--- src/rtl/decode_pkg.sv ---
// decode_pkg: shared definitions for the decode stage.
//   - default field widths for the 32-bit instruction format
//   - ins_class_t: NOP / R-type / I-type classification
//   - decode_bundle_t: decoded field bundle at default widths
// Optional feature macro: DECODE_ILLEGAL_EN adds the 'illegal' bundle flag.
package decode_pkg;

  localparam int DEF_INS_W     = 32;
  localparam int DEF_OPC_W     = 6;
  localparam int DEF_REG_W     = 5;
  localparam int DEF_IMM_W     = 32;
  localparam int DEF_CNT_W     = 16;
  localparam int DEF_RSV_W     = DEF_INS_W - DEF_OPC_W - 4*DEF_REG_W;
  localparam int DEF_IMM_SRC_W = DEF_INS_W - DEF_OPC_W - 2*DEF_REG_W;

  typedef enum logic [1:0] {
    CLS_NOP,
    CLS_R,
    CLS_I
  } ins_class_t;

  typedef struct packed {
    logic [DEF_OPC_W-1:0] opcode;
    logic [DEF_REG_W-1:0] reg1;
    logic [DEF_REG_W-1:0] reg2;
    logic [DEF_REG_W-1:0] reg3;
    logic [DEF_REG_W-1:0] sr_amount;
    logic [DEF_RSV_W-1:0] reserved;
    logic [DEF_IMM_W-1:0] imm;
    logic                 is_itype;
    logic                 is_nop;
`ifdef DECODE_ILLEGAL_EN
    logic                 illegal;
`endif
  } decode_bundle_t;

endpackage

--- src/rtl/decode_stage_field_extract.sv ---
// field_extract: purely combinational split of a raw instruction word into
// its decoded bundle fields.
// Ports:
//   i_ins                  raw instruction word
//   o_opcode/o_reg1/o_reg2 always passed through
//   o_reg3/o_sr_amount/o_reserved  R-type only, else 0
//   o_imm                  extended immediate, I-type only, else 0
//   o_is_itype/o_is_nop    classification flags
//   o_illegal              opcode hit in ILLEGAL_MASK (DECODE_ILLEGAL_EN only)
// Optional feature macro: DECODE_ILLEGAL_EN.
module field_extract
  import decode_pkg::*;
#(
  parameter int INS_W = DEF_INS_W,
  parameter int OPC_W = DEF_OPC_W,
  parameter int REG_W = DEF_REG_W,
  parameter int IMM_W = DEF_IMM_W,
`ifdef DECODE_ILLEGAL_EN
  parameter logic [2**OPC_W-1:0] ILLEGAL_MASK = '0,
`endif
  parameter int SIGN_EXT = 1
) (
  input  logic [INS_W-1:0]                 i_ins,
  output logic [OPC_W-1:0]                 o_opcode,
  output logic [REG_W-1:0]                 o_reg1,
  output logic [REG_W-1:0]                 o_reg2,
  output logic [REG_W-1:0]                 o_reg3,
  output logic [REG_W-1:0]                 o_sr_amount,
  output logic [INS_W-OPC_W-4*REG_W-1:0]   o_reserved,
  output logic [IMM_W-1:0]                 o_imm,
  output logic                             o_is_itype,
`ifdef DECODE_ILLEGAL_EN
  output logic                             o_illegal,
`endif
  output logic                             o_is_nop
);

  localparam int RSV_W     = INS_W - OPC_W - 4*REG_W;
  localparam int IMM_SRC_W = INS_W - OPC_W - 2*REG_W;
  localparam int ITYPE_BIT = INS_W - 2;

  ins_class_t             w_cls;
  logic [IMM_SRC_W-1:0]   w_imm_src;
  logic [IMM_W-1:0]       w_imm_ext;

  assign w_cls     = (i_ins == '0) ? CLS_NOP : (i_ins[ITYPE_BIT] ? CLS_I : CLS_R);
  assign w_imm_src = i_ins[IMM_SRC_W-1:0];

  // Fill pattern is shifted above the source bits, so it also works when
  // IMM_W == IMM_SRC_W (shift clears everything, no zero-width replication).
  assign w_imm_ext = ({IMM_W{(SIGN_EXT != 0) && w_imm_src[IMM_SRC_W-1]}} << IMM_SRC_W)
                   | IMM_W'(w_imm_src);

  always_comb begin
    o_opcode    = i_ins[INS_W-1 -: OPC_W];
    o_reg1      = i_ins[INS_W-OPC_W-1 -: REG_W];
    o_reg2      = i_ins[INS_W-OPC_W-REG_W-1 -: REG_W];
    o_reg3      = '0;
    o_sr_amount = '0;
    o_reserved  = '0;
    o_imm       = '0;
    o_is_itype  = 1'b0;
    o_is_nop    = 1'b0;
    case (w_cls)
      CLS_NOP: o_is_nop = 1'b1;
      CLS_I: begin
        o_is_itype = 1'b1;
        o_imm      = w_imm_ext;
      end
      default: begin
        o_reg3      = i_ins[INS_W-OPC_W-2*REG_W-1 -: REG_W];
        o_sr_amount = i_ins[INS_W-OPC_W-3*REG_W-1 -: REG_W];
        o_reserved  = i_ins[RSV_W-1:0];
      end
    endcase
  end

`ifdef DECODE_ILLEGAL_EN
  assign o_illegal = ILLEGAL_MASK[o_opcode];
`endif

endmodule

--- src/rtl/decode_stage.sv ---
// decode_stage: registered instruction-decode stage with a 2-slot skid
// buffer (main, skid). The word is decoded on entry; the slots hold the
// decoded bundle. in_ready is the inverse of the skid-valid flop, so it
// never depends combinationally on out_ready.
// Ports:
//   clk, rst_n            clock, async active-low reset
//   flush                 drop both slots next cycle
//   in_valid/in_ready/in_ins   fetch-side handshake and raw word
//   out_valid/out_ready   downstream handshake
//   out_*                 decoded bundle fields (from the main slot)
//   out_illegal           opcode flagged by ILLEGAL_MASK (DECODE_ILLEGAL_EN only)
//   decoded_count         bundles delivered, wraps, survives flush
// Optional feature macro: DECODE_ILLEGAL_EN.
module decode_stage
  import decode_pkg::*;
#(
  parameter int INS_W = DEF_INS_W,
  parameter int OPC_W = DEF_OPC_W,
  parameter int REG_W = DEF_REG_W,
  parameter int IMM_W = DEF_IMM_W,
  parameter int CNT_W = DEF_CNT_W,
`ifdef DECODE_ILLEGAL_EN
  parameter logic [2**OPC_W-1:0] ILLEGAL_MASK = '0,
`endif
  parameter int SIGN_EXT = 1
) (
  input  logic                           clk,
  input  logic                           rst_n,
  input  logic                           flush,
  input  logic                           in_valid,
  output logic                           in_ready,
  input  logic [INS_W-1:0]               in_ins,
  output logic                           out_valid,
  input  logic                           out_ready,
  output logic [OPC_W-1:0]               out_opcode,
  output logic [REG_W-1:0]               out_reg1,
  output logic [REG_W-1:0]               out_reg2,
  output logic [REG_W-1:0]               out_reg3,
  output logic [REG_W-1:0]               out_sr_amount,
  output logic [INS_W-OPC_W-4*REG_W-1:0] out_reserved,
  output logic [IMM_W-1:0]               out_imm,
  output logic                           out_is_itype,
  output logic                           out_is_nop,
`ifdef DECODE_ILLEGAL_EN
  output logic                           out_illegal,
`endif
  output logic [CNT_W-1:0]               decoded_count
);

  localparam int RSV_W  = INS_W - OPC_W - 4*REG_W;
  localparam int BASE_W = OPC_W + 4*REG_W + RSV_W + IMM_W + 2;
`ifdef DECODE_ILLEGAL_EN
  localparam int BND_W  = BASE_W + 1;
`else
  localparam int BND_W  = BASE_W;
`endif

  logic [OPC_W-1:0] w_opcode;
  logic [REG_W-1:0] w_reg1, w_reg2, w_reg3, w_sr_amount;
  logic [RSV_W-1:0] w_reserved;
  logic [IMM_W-1:0] w_imm;
  logic             w_is_itype, w_is_nop;
  logic [BND_W-1:0] w_dec;
  logic             w_acc, w_drain;

  logic             r_main_valid, r_skid_valid;
  logic [BND_W-1:0] r_main_bnd, r_skid_bnd;
  logic [CNT_W-1:0] r_cnt;

`ifdef DECODE_ILLEGAL_EN
  logic w_illegal;
`endif

  field_extract #(
    .INS_W        (INS_W),
    .OPC_W        (OPC_W),
    .REG_W        (REG_W),
    .IMM_W        (IMM_W),
`ifdef DECODE_ILLEGAL_EN
    .ILLEGAL_MASK (ILLEGAL_MASK),
`endif
    .SIGN_EXT     (SIGN_EXT)
  ) u_field_extract (
    .i_ins       (in_ins),
    .o_opcode    (w_opcode),
    .o_reg1      (w_reg1),
    .o_reg2      (w_reg2),
    .o_reg3      (w_reg3),
    .o_sr_amount (w_sr_amount),
    .o_reserved  (w_reserved),
    .o_imm       (w_imm),
    .o_is_itype  (w_is_itype),
`ifdef DECODE_ILLEGAL_EN
    .o_illegal   (w_illegal),
`endif
    .o_is_nop    (w_is_nop)
  );

`ifdef DECODE_ILLEGAL_EN
  assign w_dec = {w_opcode, w_reg1, w_reg2, w_reg3, w_sr_amount, w_reserved,
                  w_imm, w_is_itype, w_is_nop, w_illegal};
  assign {out_opcode, out_reg1, out_reg2, out_reg3, out_sr_amount, out_reserved,
          out_imm, out_is_itype, out_is_nop, out_illegal} = r_main_bnd;
`else
  assign w_dec = {w_opcode, w_reg1, w_reg2, w_reg3, w_sr_amount, w_reserved,
                  w_imm, w_is_itype, w_is_nop};
  assign {out_opcode, out_reg1, out_reg2, out_reg3, out_sr_amount, out_reserved,
          out_imm, out_is_itype, out_is_nop} = r_main_bnd;
`endif

  assign w_acc   = in_valid && !r_skid_valid;
  assign w_drain = r_main_valid && out_ready;

  always_ff @(posedge clk or negedge rst_n) begin
    if (!rst_n) begin
      r_main_valid <= 1'b0;
      r_skid_valid <= 1'b0;
      r_main_bnd   <= '0;
      r_skid_bnd   <= '0;
      r_cnt        <= '0;
    end else begin
      if (w_drain) r_cnt <= r_cnt + CNT_W'(1);
      if (flush) begin
        r_main_valid <= 1'b0;
        r_skid_valid <= 1'b0;
      end else if (!r_main_valid || w_drain) begin
        // Skid full implies in_ready was low, so no accept competes here.
        if (r_skid_valid) begin
          r_main_bnd   <= r_skid_bnd;
          r_main_valid <= 1'b1;
          r_skid_valid <= 1'b0;
        end else begin
          r_main_valid <= w_acc;
          if (w_acc) r_main_bnd <= w_dec;
        end
      end else if (w_acc) begin
        r_skid_bnd   <= w_dec;
        r_skid_valid <= 1'b1;
      end
    end
  end

  assign in_ready      = !r_skid_valid;
  assign out_valid     = r_main_valid;
  assign decoded_count = r_cnt;

endmodule
--- config.mk ---
export PLATFORM = sky130hd
export DESIGN_NAME = decode_stage
export DESIGN_NICKNAME = d
export VERILOG_FILES = /design/src/rtl/decode_pkg.sv /design/src/rtl/decode_stage_field_extract.sv /design/src/rtl/decode_stage.sv
export SDC_FILE = /design/constraint.sdc
export NUM_CORES = 1
export LEC_CHECK = 0
export CAP_MARGIN = 20
export CORE_MARGIN = 2
export CORE_UTILIZATION = 55
export CTS_BUF_LIST = sky130_fd_sc_hd__clkbuf_4
export DETAILED_ROUTE_END_ITERATION = 12
export PLACE_DENSITY = 0.83
export SYNTH_ARGS = -nofsm -noshare
export SYNTH_HDL_FRONTEND = slang
export SYNTH_HIERARCHICAL = 1
export SYNTH_SLANG_ARGS = --single-unit
--- constraint.sdc ---
create_clock -name clk -period 2.24 [get_ports clk]
set_clock_uncertainty 0.2 [all_clocks]
set_input_delay 0.448 -clock clk [delete_from_list [all_inputs] [get_ports clk]]
set_output_delay 0.448 -clock clk [all_outputs]
set_load 0.03 [all_outputs]
# After elaboration in Yosys (flattened, before gate mapping)
# Index checks and enable logic that the tools add are counted.
[totals]
reg_bits = 150
latchBits = 0
ram_bits = 0
mem_bits_ro = 0
in_bits = 37
out_inout_bits = 84
word_cells = 39
mem_count = 0
[op_classes]
add_sub_neg = 1
n_mul = 0
div_mod_pow = 0
magnitude_cmp = 0
eq_ne = 1
n_shift = 0
muxes = 16
bitwise = 3
reduce_logical = 13
[op_table]
columns = ["cell", "count"]
rows = [
  ["66-bit two-way mux", 2],
  ["32-bit logical NOT", 1],
  ["32-bit two-way mux", 1],
  ["32-bit by 16-bit bitwise OR with 32-bit output", 1],
  ["16-bit by 1-bit adder with 16-bit output (second input constant)", 1],
  ["5-bit two-way mux", 2],
  ["1-bit two-way mux", 8],
  ["6-bit two-way mux", 1],
  ["3-bit AND reduction", 2],
  ["2-bit two-way mux", 2],
  ["2-bit nonzero test", 2],
  ["3-bit nonzero test", 1],
  ["2-bit == test (second input constant)", 1],
  ["1-bit logical AND", 2],
  ["1-bit logical NOT", 2],
  ["2-bit logical NOT", 1],
  ["1-bit inverter", 2],
  ["2-bit OR reduction", 1],
  ["1-bit logical OR", 1],
]

# Longest topological paths before layout
[depth]
ltp_word = 7
mapped_depth = 7
ltp_nobuf = 5

# Hierarchy
# Netlist, hierarchy kept.
[by_module_without_submodules]
columns = ["mod", "instances", "cells_per_inst", "area_per_inst_um2", "seq_area_each_um2"]
rows = [
  ["decode_stage", 1, 495, 6426.2, 3753.6],
  ["field_extract", 1, 79, 526.8, 0.0],
]

# Worst setup path before layout
# OpenSTA, ideal clock, no wires.
[synth_path]
path_kind = "reg-to-reg"
from = "register r_main_valid (netlist: out_valid)"
to = "register r_skid_bnd[25]"
t_arrival_ns = 1.478
required_time_ns = 1.915
setup_slack_ns = 0.437
path_stages_with_launch = 6
path_buffers = 2
cell_sequence = "dfrtp_1 -> nor2b_4 -> nand3_2 -> buf_6 -> buf_6 -> mux2_4"
[synth_via]
elab_chain_len = 4
[synth_lines]
columns = ["element", "line_no", "text"]
rows = [
  ["from (decl)", "decode_stage.sv:66", "logic r_main_valid, r_skid_valid;"],
  ["from (signal assigned)", "decode_stage.sv:133", "r_main_valid <= w_acc;"],
  ["1-bit logical NOT or 1-bit logical AND (tied branches)", "decode_stage.sv:126, decode_stage.sv:112", ""],
  ["1-bit logical OR (*)", "decode_stage.sv:126", "end else if (!r_main_valid || w_drain) begin"],
  ["1-bit inverter (no source line) (*)", "-", ""],
  ["3-bit AND reduction (no source line) (*)", "-", ""],
  ["to (signal assigned)", "decode_stage.sv:137", "r_skid_bnd <= w_dec;"],
  ["to (decl)", "decode_stage.sv:67", "logic [BND_W-1:0] r_main_bnd, r_skid_bnd;"],
]
# Every way passes the cells marked *; elsewhere a longest branch is shown, timed or not.
# A chain may end at the register's enable or synchronous reset.

# Worst setup path in the final report
[layout_path]
from = "register r_cnt[4] (netlist: decoded_count[4])"
to = "output port decoded_count[4]"
[layout_lines]
columns = ["element", "line_no", "text"]
rows = [
  ["from (decl)", "decode_stage.sv:68", "logic [CNT_W-1:0] r_cnt;"],
  ["from (signal assigned)", "decode_stage.sv:122", "if (w_drain) r_cnt <= r_cnt + CNT_W'(1);"],
  ["to (decl)", "decode_stage.sv:47", "output logic [CNT_W-1:0] decoded_count"],
]
# No word-level cell between the ends.

==> flow_summary.json <==
{
  "wirelength_mm": 14.28,
  "multi_input_comb_area_mm2": 0.002761,
  "start_util_pct": 55.78,
  "cts_max_level": 4,
  "syn_avg_cell_area_um2": 12.11,
  "place.gp.congestion": 0.7874,
  "grt_overflow": 0,
  "worst_ep_arrival_time_ns": 1.41,
  "leakage_nw": 3.812,
  "ys_ff_latch": 150,
  "critPathMaxStageDelay_ns": 0.46,
  "dieArea_mm2": 0.01356,
  "seq_area_frac_synth_pct": 53.99,
  "critPathBufInv": 1,
  "placed_area_mm2": 0.008189,
  "crit_family": "flip-flops",
  "syn_area_mm2": 0.006953,
  "placementRows": 41,
  "grt_pass1_wl_mm": 23.17,
  "finalCriticalPeriod_ns": 2.060,
  "slew_violations": 0,
  "path_depth": 1,
  "rr_worst_depth": 3,
  "critPathCapture": "decoded_count[4]",
  "final_area_mm2": 0.008382,
  "vdd_ir_drop_max_mv": 0.4194,
  "reg2reg_from": "r_skid_valid",
  "status": "completed",
  "wl_per_cell_um": 16.68,
  "clockBufferDepth": 2,
  "critPathCaptureType": "output port",
  "cp_max_fo": 6,
  "antenna_found_initial": 0,
  "post-place-ws_ns": -0.1018,
  "cts_made_buffers": 17,
  "die_x_um": 116.4,
  "finalHoldViolations": 0,
  "cp_slowest_cell": "dfrtp_1",
  "synthCells": 574,
  "firstDrtPassIters": 5,
  "grtUsageTotal_pct": 22.21,
  "clock_latency_ns": 0.53,
  "cts_tree": "done",
  "rsz0062_at_grt": "no",
  "crit_chain": "dlygate4sd2_1",
  "core_area_mm2": 0.01247,
  "slew_headroom_pct": 57.04,
  "fin_setup_tns_ns": 0,
  "reg2reg_slack_ns": 0.42,
  "antenna_left": 0,
  "port_buffers": 120,
  "syn2layout_area_growth_pct": 20.55,
  "drc": 0,
  "maxCapViolations": 0,
  "power_mw": 6.941,
  "seq_area_mm2": 0.003757,
  "final_common_cell": "dfrtp_1",
  "max_freq_mhz": 485.4,
  "n_fill_cell": 967,
  "drt-initial-drc-count": 286,
  "worstMarginPinSlew_ns": 0.6444,
  "startpoint": "decoded_count[4]",
  "vias": 4585,
  "setup_violations": 0,
  "crit_path_start_kind": "flop",
  "final_layout_size_suffix_gt1_share_pct": 18.30,
  "r2r_end": "r_main_bnd[40]",
  "dpl.hpwl_mm": 9.788,
  "fin_nets": 708,
  "min_path_type": "in2async",
  "cts_sinks": 150,
  "whs_ns": 0.2083,
  "syn_nets": 612,
  "ios": 121,
  "clk_pin_slew_ns": 0.13,
  "grt_pass1_vias": 4522,
  "post_drt_via_cell_ratio": 5.356,
  "grt_max_degree": 69,
  "layout.cells.most_common_list": "149 x dfrtp_1, 78 x dlygate4sd2_1, 73 x nor2_1",
  "powerDensity_mw_per_mm2": 828.1,
  "period_share_pct": 91.97,
  "required_ns": 1.59,
  "criticalPathCategory": "reg2out",
  "root_buffer": "clkbuf_4",
  "die_h_um": 116.4,
  "ys.warnings.count": 6,
  "setup_slack_ns": 0.1798,
  "yosysUniqueCellTypes": 30
}
## layer usage
layer  GRT usage (%)  wire length, um  vias up
met3           4.826              583       25
met4           7.778              297        0
met2           36.36             6997      119
met5               0                0        -
met1           29.57             6404     2295
li1                -                -     2146
## registers in the layout, indices dropped and copies added, names as in the netlist
| register | cells |
|---|---|
| r_skid_bnd | 66 |
| r_main_bnd | 66 |
| decoded_count | 16 |
| r_skid_valid | 1 |
| out_valid | 1 |
## cells in the mapped netlist
library cell | count | share of area [%]
and2_1 | 17 | 1.5
and4_1 | 1 | 0.13
nand2_1 | 5 | 0.27
mux2_4 | 40 | 8.6
xor2_1 | 5 | 0.63
a21oi_1 | 67 | 4.8
nor4_1 | 9 | 0.81
buf_6 | 5 | 0.81
nor3_1 | 2 | 0.14
xnor2_1 | 10 | 1.3
dfrtp_1 | 150 | 54
nand3_1 | 4 | 0.29
mux2i_1 | 66 | 9.5
and2b_1 | 2 | 0.22
or2_1 | 1 | 0.090
buf_2 | 17 | 1.2
nand3_2 | 1 | 0.14
nand4_1 | 7 | 0.63
nand2b_1 | 1 | 0.090
inv_1 | 2 | 0.11
ha_1 | 1 | 0.18
clkbuf_1 | 7 | 0.38
buf_4 | 36 | 3.9
nor2b_1 | 14 | 1.3
nor2b_4 | 1 | 0.20
nor2_1 | 73 | 3.9
mux2_2 | 27 | 4.4
and3_1 | 1 | 0.090
nor3_4 | 1 | 0.23
nor3_2 | 1 | 0.14
## where the power goes
part           switching, mW  internal, mW  total, mW
clock network          0.964         0.663       1.63
registers              0.314          3.19       3.51
logic                   1.01         0.794       1.81
total                   2.29          4.65       6.94
## worst min path at each step
stage | from | endpoint | slack (ns) | cells past startpoint
after global routing | rst_n | r_main_bnd[11] | 0.21 | 2
after floorplan | rst_n | decoded_count[0] | -0.05 | 0
final | rst_n | r_main_bnd[22] | 0.21 | 2
after global placement | rst_n | r_main_bnd[26] | 0.22 | 1
after detailed placement | rst_n | r_main_bnd[22] | 0.23 | 1
after CTS | rst_n | r_main_bnd[11] | 0.20 | 2
## what timing repair did
action,CTS,global route
endpoints found under the setup margin,79,6
gates resized for setup,79,7
hold endpoints to repair,45,0
hold buffers,1,0
buffers inserted,0,0
## cell type report
cell class,count,share of cell area [%]
Antenna cell,1,0.02986
Clock buffer,18,1.612
Clock inverter,14,1.612
Inverter,2,0.08957
Multi-Input combinational cell,357,32.95
Sequential cell,150,44.83
Tap cell,172,2.568
Timing Repair Buffer,142,16.32
## metrics by stage
stage          utilization (%)  std cells
3_3_place_gp             65.69        822
6_report                 67.24        856
4_1_cts                  67.15        855
5_1_grt                  67.22        855
3_5_place_dp             65.69        822
2_1_floorplan                -        574
## cells by family after synthesis
family / share of synthesized area [%]
mux: 22.51
xor+xnor: 1.889
simple gates: 10.20
compound gates: 4.823
buf+inv: 6.406
flops: 53.99
fa+ha+maj: 0.1799
Power figures use the tool's default switching activity.
